[src/rtl/code_game_pkg.sv]
// rtl/code_game_pkg.sv - shared state, prize and hint codes for the code-guessing game
package code_game_pkg;
  localparam logic [3:0] S0  = 4'b0000;
  localparam logic [3:0] S1  = 4'b0001;
  localparam logic [3:0] S2  = 4'b0010;
  localparam logic [3:0] S3  = 4'b0011;
  localparam logic [3:0] S4  = 4'b0100;
  localparam logic [3:0] SG1 = 4'b0101;
  localparam logic [3:0] SG2 = 4'b0110;
  localparam logic [3:0] SG0 = 4'b0111;
  localparam logic [3:0] SGX = 4'b1000;

  localparam logic [1:0] PR_NONE = 2'b00;
  localparam logic [1:0] PR_P1   = 2'b01;
  localparam logic [1:0] PR_P2   = 2'b10;

  localparam logic [1:0] H_NONE = 2'b00;
  localparam logic [1:0] H_LOW  = 2'b01;
  localparam logic [1:0] H_HIGH = 2'b10;

  typedef enum logic [3:0] {
    ST_IDLE   = S0,
    ST_SECRET = S1,
    ST_P1     = S2,
    ST_P2     = S3,
    ST_EXH    = S4,
    ST_WIN1   = SG1,
    ST_WIN2   = SG2,
    ST_NOWIN  = SG0,
    ST_ACK    = SGX
  } state_t;
endpackage

[src/rtl/hold_timer.sv]
// rtl/hold_timer.sv - counts cycles spent in a hold state, pulses done on the last one
module hold_timer #(
  parameter int HOLD_CYCLES = 50000000
) (
  input  logic clk,
  input  logic rst,
  input  logic clr,
  input  logic en,
  output logic done
);
  localparam int CNT_W = (HOLD_CYCLES > 1) ? $clog2(HOLD_CYCLES) : 1;
  localparam logic [CNT_W-1:0] LAST = CNT_W'(HOLD_CYCLES - 1);

  logic [CNT_W-1:0] count;

  assign done = en && (count == LAST);

  // Restarting on done lets back-to-back hold states each get a full period
  always_ff @(posedge clk) begin
    if (rst || clr || done) begin
      count <= '0;
    end else if (en) begin
      count <= count + CNT_W'(1);
    end
  end
endmodule

[src/rtl/code_round_ctrl.sv]
// rtl/code_round_ctrl.sv - single-round sequencer: secret entry, alternating guesses, prize decision
module code_round_ctrl
  import code_game_pkg::*;
#(
  parameter int CODE_W      = 4,
  parameter int MAX_TRIES   = 9,
  parameter int HOLD_CYCLES = 50000000
) (
  input  logic              clk,
  input  logic              rst,
  input  logic              start,
  input  logic              load,
  input  logic              p1_sub,
  input  logic              p2_sub,
  input  logic [CODE_W-1:0] code_in,
  output logic [3:0]        state_f,
  output logic [1:0]        premio_f,
  output logic [4:0]        p1_f,
  output logic [4:0]        p2_f,
  output logic [1:0]        hint
);
  localparam logic [4:0] MAX5 = 5'(MAX_TRIES);

  state_t            state, state_n;
  logic [CODE_W-1:0] secret, secret_n;
  logic [1:0]        premio_n, hint_n;
  logic [4:0]        p1_n, p2_n;
  logic              in_hold, hold_done;

  assign state_f = state;
  assign in_hold = (state == ST_EXH) || (state == ST_WIN1) ||
                   (state == ST_WIN2) || (state == ST_NOWIN);

  hold_timer #(.HOLD_CYCLES(HOLD_CYCLES)) u_hold_timer (
    .clk  (clk),
    .rst  (rst),
    .clr  (!in_hold),
    .en   (in_hold),
    .done (hold_done)
  );

  always_comb begin
    state_n  = state;
    secret_n = secret;
    premio_n = premio_f;
    p1_n     = p1_f;
    p2_n     = p2_f;
    hint_n   = hint;
    case (state)
      ST_IDLE: if (start) begin
        state_n  = ST_SECRET;
        p1_n     = '0;
        p2_n     = '0;
        premio_n = PR_NONE;
        hint_n   = H_NONE;
      end
      ST_SECRET: if (load) begin
        secret_n = code_in;
        state_n  = ST_P1;
      end
      ST_P1: if (p1_sub) begin
        p1_n = p1_f + 5'd1;
        if (code_in == secret) begin
          hint_n   = H_NONE;
          premio_n = PR_P1;
          state_n  = ST_WIN1;
        end else begin
          hint_n  = (code_in < secret) ? H_LOW : H_HIGH;
          state_n = ST_P2;
        end
      end
      ST_P2: if (p2_sub) begin
        p2_n = p2_f + 5'd1;
        if (code_in == secret) begin
          hint_n   = H_NONE;
          premio_n = PR_P2;
          state_n  = ST_WIN2;
        end else begin
          hint_n = (code_in < secret) ? H_LOW : H_HIGH;
          // P2 always plays last, so both players are out only after P2's final miss
          state_n = ((p1_f == MAX5) && (p2_f + 5'd1 == MAX5)) ? ST_EXH : ST_P1;
        end
      end
      ST_EXH: if (hold_done) state_n = ST_NOWIN;
      ST_WIN1, ST_WIN2, ST_NOWIN: if (hold_done) state_n = ST_ACK;
      ST_ACK: if (start) state_n = ST_IDLE;
      default: state_n = ST_IDLE;
    endcase
  end

  always_ff @(posedge clk) begin
    if (rst) begin
      state    <= ST_IDLE;
      secret   <= '0;
      premio_f <= PR_NONE;
      p1_f     <= '0;
      p2_f     <= '0;
      hint     <= H_NONE;
    end else begin
      state    <= state_n;
      secret   <= secret_n;
      premio_f <= premio_n;
      p1_f     <= p1_n;
      p2_f     <= p2_n;
      hint     <= hint_n;
    end
  end
endmodule

[config.mk]
export PLATFORM = sky130hd
export DESIGN_NAME = code_round_ctrl
export DESIGN_NICKNAME = d
export VERILOG_FILES = /design/src/rtl/code_game_pkg.sv /design/src/rtl/hold_timer.sv /design/src/rtl/code_round_ctrl.sv
export SDC_FILE = /design/constraint.sdc
export NUM_CORES = 1
export LEC_CHECK = 0
export CORE_MARGIN = 1.5
export CORE_UTILIZATION = 60
export DETAILED_ROUTE_END_ITERATION = 12
export PLACE_DENSITY_LB_ADDON = 0.15
export SYNTH_ARGS = -nofsm -noshare
export SYNTH_HDL_FRONTEND = slang
export SYNTH_SLANG_ARGS = --single-unit
[constraint.sdc]
create_clock -name clk -period 3.4 [get_ports clk]
set_input_delay 0.68 -clock clk [delete_from_list [all_inputs] [get_ports clk]]
set_output_delay 0.68 -clock clk [all_outputs]
set_load 0.005 [all_outputs]
==> impl_metrics.env, run 1 <==
export IMPL_status="complete, no violations"
export IMPL_muxShareOfSynthArea=0.0201
export IMPL_vdd_ir_drop_max_mv=0.281
export IMPL_first_iter_violations=97
export IMPL_worst_slew_pin_transition_ps=585
export IMPL_reg2reg_slack_ps=1170
export IMPL_die_x_um=67.5
export IMPL_fmax_mhz=413
export IMPL_htree_num_levels=2
export IMPL_finClkSkew_ps=6.09
export IMPL_die_height_um=67.5
export IMPL_areaGrowthSynthToFinish_pct=15.8
export IMPL_grt_max_degree=28
export IMPL_synth_warnings=0
export IMPL_pin_count=28
export IMPL_synth_xor_area_share=0.102
export IMPL_finalCritPeriodShare=0.713
export IMPL_synthCells=300
export IMPL_cts_sinks=48
export IMPL_hpwl_mm=3.52
export IMPL_antenna_cells=0
export IMPL_worstPathRequired_ps=3640
export IMPL_reg2regPathDepth=5
export IMPL_start_kind="input pin"
export IMPL_min_path_type="reg2reg"
export IMPL_ant_nets=0
export IMPL_end_kind="flip-flop"
export IMPL_cts_made_buffers=5
export IMPL_overflow=0
export IMPL_ys_ff_latch=48
export IMPL_p_leak_nw=0.946
export IMPL_antenna_found_initial=0
export IMPL_fin_setup_tns_ps=0
export IMPL_async_flop_share=0
export IMPL_cp_arrival_ps=2660
export IMPL_wire_per_inst_um=13.3
export IMPL_finalNetCount=344
export IMPL_powerDensity_nw_per_um2=456
export IMPL_insertion_delay_ps=300
export IMPL_rows=23
export IMPL_synth_compound_area_share=0.102
export IMPL_syn_area_um2=2490
export IMPL_synth_distinct_cells=46
export IMPL_post_cts_setup_buffer_count=0
export IMPL_path_class="in2reg"
export IMPL_cp_max_fo=6
export IMPL_via_per_inst=5.71
export IMPL_synthAdderAreaFrac=0.0451
export IMPL_num_vias=2147
export IMPL_slew_headroom=0.609
export IMPL_drive_above_1_share=0.0583
export IMPL_slew_viol_final=0
export IMPL_rr_endpoint="hint[0]$_SDFFE_PP0P_"
export IMPL_hold_buffers=0
export IMPL_synth_top_family_by_area="simple AND/OR/NAND/NOR gates"
export IMPL_drt_total_wl_mm=5.01
export IMPL_hold_viol_final=0
export IMPL_synth_main_ff_cell="dfxtp_1"
export IMPL_die_area_um2=4550
export IMPL_clockBufferDepth=2
export IMPL_setup_violations_final=0
export IMPL_start_util=0.624
export IMPL_coreArea_um2=4000
export IMPL_grt_pass1_wl_mm=8.18
export IMPL_cts_resized=0
export IMPL_grt_use_total=0.234
export IMPL_io_buffers=27
export IMPL_root_buffer="clkbuf_8"
export IMPL_synth_nets=319
export IMPL_synth_avg_cell_area_um2=8.32
export IMPL_rsz0062_at_grt="false"
export IMPL_yosysSeqAreaShare=0.385
export IMPL_dr_pass1_iters=5
export IMPL_clk_pin_slew_ps=90
export IMPL_gp_routability_congestion=0.855
export IMPL_synth_edf_count=0
export IMPL_maxCapViolCount=0
export IMPL_fin_crit_ps=2420
export IMPL_fillers=320
export IMPL_cp_startpoint="code_in[0]"
export IMPL_r2r_start="state_f[1]$_SDFFE_PP0P_"
export IMPL_grt_pass1_vias=1918
export IMPL_drc=0
export IMPL_power_mw=1.32
export IMPL_critPathCapture="hint[0]$_SDFFE_PP0P_"
export IMPL_synth_simple_area_share=0.302
export IMPL_cts_tree="done"
[state kept, by name (all words and copies together), names as in the netlist]
name	count
hint	2
premio_f	2
p2_f	5
secret	4
state_f	4
p1_f	5
u_hold_timer.count	26
[worst min-delay path by stage]
stage	startpoint	end	slack [ps]	cells past startpoint
final	hint[0]$_SDFFE_PP0P_	hint[0]$_SDFFE_PP0P_	460	2
after global routing	hint[0]$_SDFFE_PP0P_	hint[0]$_SDFFE_PP0P_	490	2
after CTS	hint[0]$_SDFFE_PP0P_	hint[0]$_SDFFE_PP0P_	460	2
after detailed placement	hint[0]$_SDFFE_PP0P_	hint[0]$_SDFFE_PP0P_	450	2
after global placement	hint[0]$_SDFFE_PP0P_	hint[0]$_SDFFE_PP0P_	450	2
after floorplan	hint[0]$_SDFFE_PP0P_	hint[0]$_SDFFE_PP0P_	450	2
[critical path: stages]
cell	delay [ps]
clkdlybuf4s50_1	450
inv_1	50
ha_1	280
nand4_1	220
and3_1	240
or4b_2	590
a21oi_1	150
[logic make-up (layout without fill, tap and decap cells)]
kind of cell    Yosys count  count (layout)
buf+inv                  27              53
xor+xnor                 29              29
compound gates           40              40
simple gates            142             142
flops                    48              48
fa+ha+maj                 9               9
mux                       5               5
[placed cells by master (no fill, tap or decap), types with 2 or more instances in the layout]
| cell | count |
|---|---|
| a211oi_1 | 2 |
| a21oi_1 | 12 |
| and3_1 | 2 |
| and4_1 | 2 |
| and4b_1 | 2 |
| buf_4 | 2 |
| clkbuf_8 | 6 |
| clkdlybuf4s50_1 | 27 |
| dfxtp_1 | 48 |
| ha_1 | 9 |
| inv_1 | 16 |
| mux2i_1 | 5 |
| nand2_1 | 25 |
| nand3_1 | 9 |
| nand4_1 | 13 |
| nand4b_1 | 2 |
| nor2_1 | 49 |
| nor2b_1 | 4 |
| nor3_1 | 8 |
| nor3b_1 | 2 |
| nor4_1 | 7 |
| nor4b_2 | 2 |
| o2111ai_1 | 2 |
| o21a_1 | 3 |
| o21ai_0 | 12 |
| o41ai_1 | 2 |
| or3_1 | 4 |
| or3b_2 | 2 |
| xnor2_1 | 16 |
| xor2_1 | 13 |
[cells in the mapped netlist (4+ instances only)]
library cell | number | area share
buf_2 | 4 | 0.0080
o21ai_0 | 12 | 0.024
nor2_1 | 49 | 0.074
or3_1 | 4 | 0.010
inv_1 | 16 | 0.024
nand3_1 | 9 | 0.018
clkbuf_1 | 6 | 0.0090
nor2b_1 | 4 | 0.010
ha_1 | 9 | 0.045
nand2_1 | 25 | 0.038
nand4_1 | 13 | 0.033
nor3_1 | 8 | 0.016
dfxtp_1 | 48 | 0.39
xor2_1 | 13 | 0.046
xnor2_1 | 16 | 0.056
mux2i_1 | 5 | 0.020
nor4_1 | 7 | 0.018
a21oi_1 | 12 | 0.024
[area by class of cell]
cell class	instances	area (um2)	share of cell area
Multi-Input combinational cell	225	1420	0.493
Clock inverter	2	13.8	0.00476
Tap cell	50	62.6	0.0217
Sequential cell	48	961	0.333
Timing Repair Buffer	29	285	0.0987
Inverter	16	60.1	0.0208
Clock buffer	6	82.6	0.0286
[through the flow]
step | area, um2 | setup WS [ps] | utilization | std cells | hold WS, ps
3_3_place_gp | 2790 | 731 | 0.698 | 368 | 445
2_1_floorplan | 2490 | 1200 | - | 300 | 448
3_5_place_dp | 2790 | 682 | 0.698 | 368 | 446
4_1_cts | 2890 | 991 | 0.722 | 376 | 460
5_1_grt | 2890 | 817 | 0.722 | 376 | 492
6_report | 2890 | 977 | 0.722 | 376 | 458
[power by group]
group / internal [mW] / total (mW) / switching [mW]
Clock: 0.167 / 0.362 / 0.195
Sequential: 0.590 / 0.657 / 0.0666
Combinational: 0.153 / 0.299 / 0.146
[layer usage]
metal | track usage | routed length [um]
met1 | 0.311 | 2480
met2 | 0.374 | 2240
met3 | 0.0433 | 222
met4 | 0.0944 | 70
met5 | 0 | 0
Note: power is estimated with default switching activity, not from simulation.
==> inputs of run 2 (changes only) <==
- CORE_UTILIZATION: 60 -> 50
- clock period: 3.4 -> 2.15 ns (I/O delays scaled with it)
==> run 2 against run 1 <==
Via count up 2.6%. Die area grew 19%. Sequential cell count stayed put. Clock skew increased by 2.6 ps. Wire length up 5.4%. Global-route usage fell by 2.5 points. Design area up 6.4%. Sequential share of layout area decreased by 2.0 points. Hold slack better by 12 ps. Largest power group unchanged.
==> impl_metrics.env, run 2 (synthesized netlist as in run 1, its figures left out) <==
export IMPL_status="complete, no violations"
export IMPL_slew_viol_final=0
export IMPL_vdd_ir_drop_max_mv=0.413
export IMPL_whs_path_depth=2
export IMPL_slew_headroom=0.702
export IMPL_antenna_found_initial=0
export IMPL_die_height_um=73.6
export IMPL_insertion_delay_ps=300
export IMPL_finClkSkew_ps=8.72
export IMPL_top_regs="u_hold_timer.count (26), p1_f (5), p2_f (5)"
export IMPL_power_mw=2.17
export IMPL_final_cell_mix="nor2_1, dfxtp_1, clkdlybuf4s50_1"
export IMPL_via_per_inst=5.35
export IMPL_regArea_um2=961
export IMPL_hold_ws_ps=470
export IMPL_start_kind="flip-flop"
export IMPL_rows=25
export IMPL_cts_tree="done"
export IMPL_cp_arrival_ps=1610
export IMPL_fmax_mhz=491
export IMPL_hold_buffers=0
export IMPL_reg2reg_slack_ps=210
export IMPL_powerDensity_nw_per_um2=707
export IMPL_post_cts_setup_buffer_count=0
export IMPL_r2r_start="u_hold_timer.count[16]$_SDFFE_PP0N_"
export IMPL_cts_sinks=48
export IMPL_io_buffers=27
export IMPL_mostFrequentLayoutCell="nor2_1"
export IMPL_hold_viol_final=0
export IMPL_antenna_cells=0
export IMPL_die_area_um2=5420
export IMPL_worstPathRequired_ps=1720
export IMPL_ant_nets=0
export IMPL_rsz0062_at_grt="false"
export IMPL_areaGrowthSynthToFinish_pct=23.2
export IMPL_htree_num_levels=2
export IMPL_die_x_um=73.6
export IMPL_pin_count=28
export IMPL_first_iter_violations=129
export IMPL_regMostFlops="u_hold_timer.count"
export IMPL_cp_max_fo=12
export IMPL_fillers=427
export IMPL_worst_slew_pin_transition_ps=441
export IMPL_path_class="reg2out"
export IMPL_rr_endpoint="state_f[3]$_SDFFE_PP0P_"
export IMPL_instances_no_fill=412
export IMPL_root_buffer="clkbuf_8"
export IMPL_holdPathEnd="hint[0]$_SDFFE_PP0P_"
export IMPL_multi_input_area_um2=1430
export IMPL_fin_crit_ps=2040
export IMPL_maxCapViolCount=0
export IMPL_grt_max_degree=27
export IMPL_finalCritPeriodShare=0.947
export IMPL_dr_pass1_iters=4
export IMPL_wire_per_inst_um=12.8
export IMPL_end_kind="output port"
export IMPL_hpwl_mm=3.83
export IMPL_num_vias=2203
export IMPL_grt_pass1_wl_mm=9.00
export IMPL_largest_reg_flops=26
export IMPL_start_util=0.525
export IMPL_drt_total_wl_mm=5.28
export IMPL_cts_made_buffers=5
export IMPL_clockBufferDepth=2
export IMPL_min_path_type="reg2reg"
export IMPL_setup_violations_final=0
export IMPL_gp_routability_congestion=0.824
export IMPL_finalNetCount=363
export IMPL_grt_use_total=0.209
export IMPL_drive_above_1_share=0.113
export IMPL_place_inst=404
export IMPL_hold_start="hint[0]$_SDFFE_PP0P_"
export IMPL_drc=0
export IMPL_overflow=0
export IMPL_grt_pass1_vias=2040
export IMPL_p_leak_nw=1.05
export IMPL_clk_pin_slew_ps=80
export IMPL_reg2regPathDepth=5
export IMPL_coreArea_um2=4750
-- run 2: worst max-delay path, stage by stage, from the launching register on --
cell,delay [ps]
dfxtp_1,550
buf_4,250
clkdlybuf4s50_1,510
-- run 2: power breakdown --
group / total, mW / internal [mW] / switching (mW)
Sequential: 0.999 / 0.933 / 0.0663
Combinational: 0.603 / 0.309 / 0.294
Clock: 0.571 / 0.263 / 0.307
Total: 2.17 / 1.51 / 0.668
-- run 2: how the worst max path moves through the flow --
stage / cells after the start / end / start / slack (ps)
after floorplan: 6 / hint[0]$_SDFFE_PP0P_ / code_in[1] / 200
after global placement: 7 / hint[0]$_SDFFE_PP0P_ / code_in[1] / -260
after detailed placement: 7 / hint[0]$_SDFFE_PP0P_ / code_in[1] / -320
after CTS: 7 / hint[0]$_SDFFE_PP0P_ / code_in[1] / 2
after global routing: 2 / state_f[0] / state_f[0]$_SDFFE_PP0P_ / 40
final: 2 / state_f[0] / state_f[0]$_SDFFE_PP0P_ / 110
-- run 2: through the flow --
step | cell area, um2 | worst slack, ps | TNS (ps) | util
6_report | 3070 | 115 | 0 | 0.646
2_1_floorplan | 2490 | 201 | 0 | -
3_3_place_gp | 2970 | -264 | -620 | 0.624
5_1_grt | 3070 | 42.0 | 0 | 0.646
4_1_cts | 3070 | 2.45 | 0 | 0.645
3_5_place_dp | 2970 | -320 | -774 | 0.624
-- run 2: repair_timing --
item / CTS / global route
gates resized for setup: 0 / 2
endpoints found under the setup margin: 0 / 1
endpoints found under the hold margin: 0 / 0
-- run 2: cell type report --
class,instances,share of cell area
clock inverters,2,0.00448
inverters,16,0.0195
multi-input cells,225,0.466
repair buffers,48,0.143
well taps,67,0.0273
flip-flops and latches,48,0.313
clock buffers,6,0.0269
-- run 2: per-layer routing --
metal,track usage,share of wire,vias to the layer above
met5,0,0,-
met4,0.0556,0.0081,0
met3,0.0439,0.034,5
met2,0.324,0.43,27
met1,0.294,0.52,1030
li1,-,-,1141
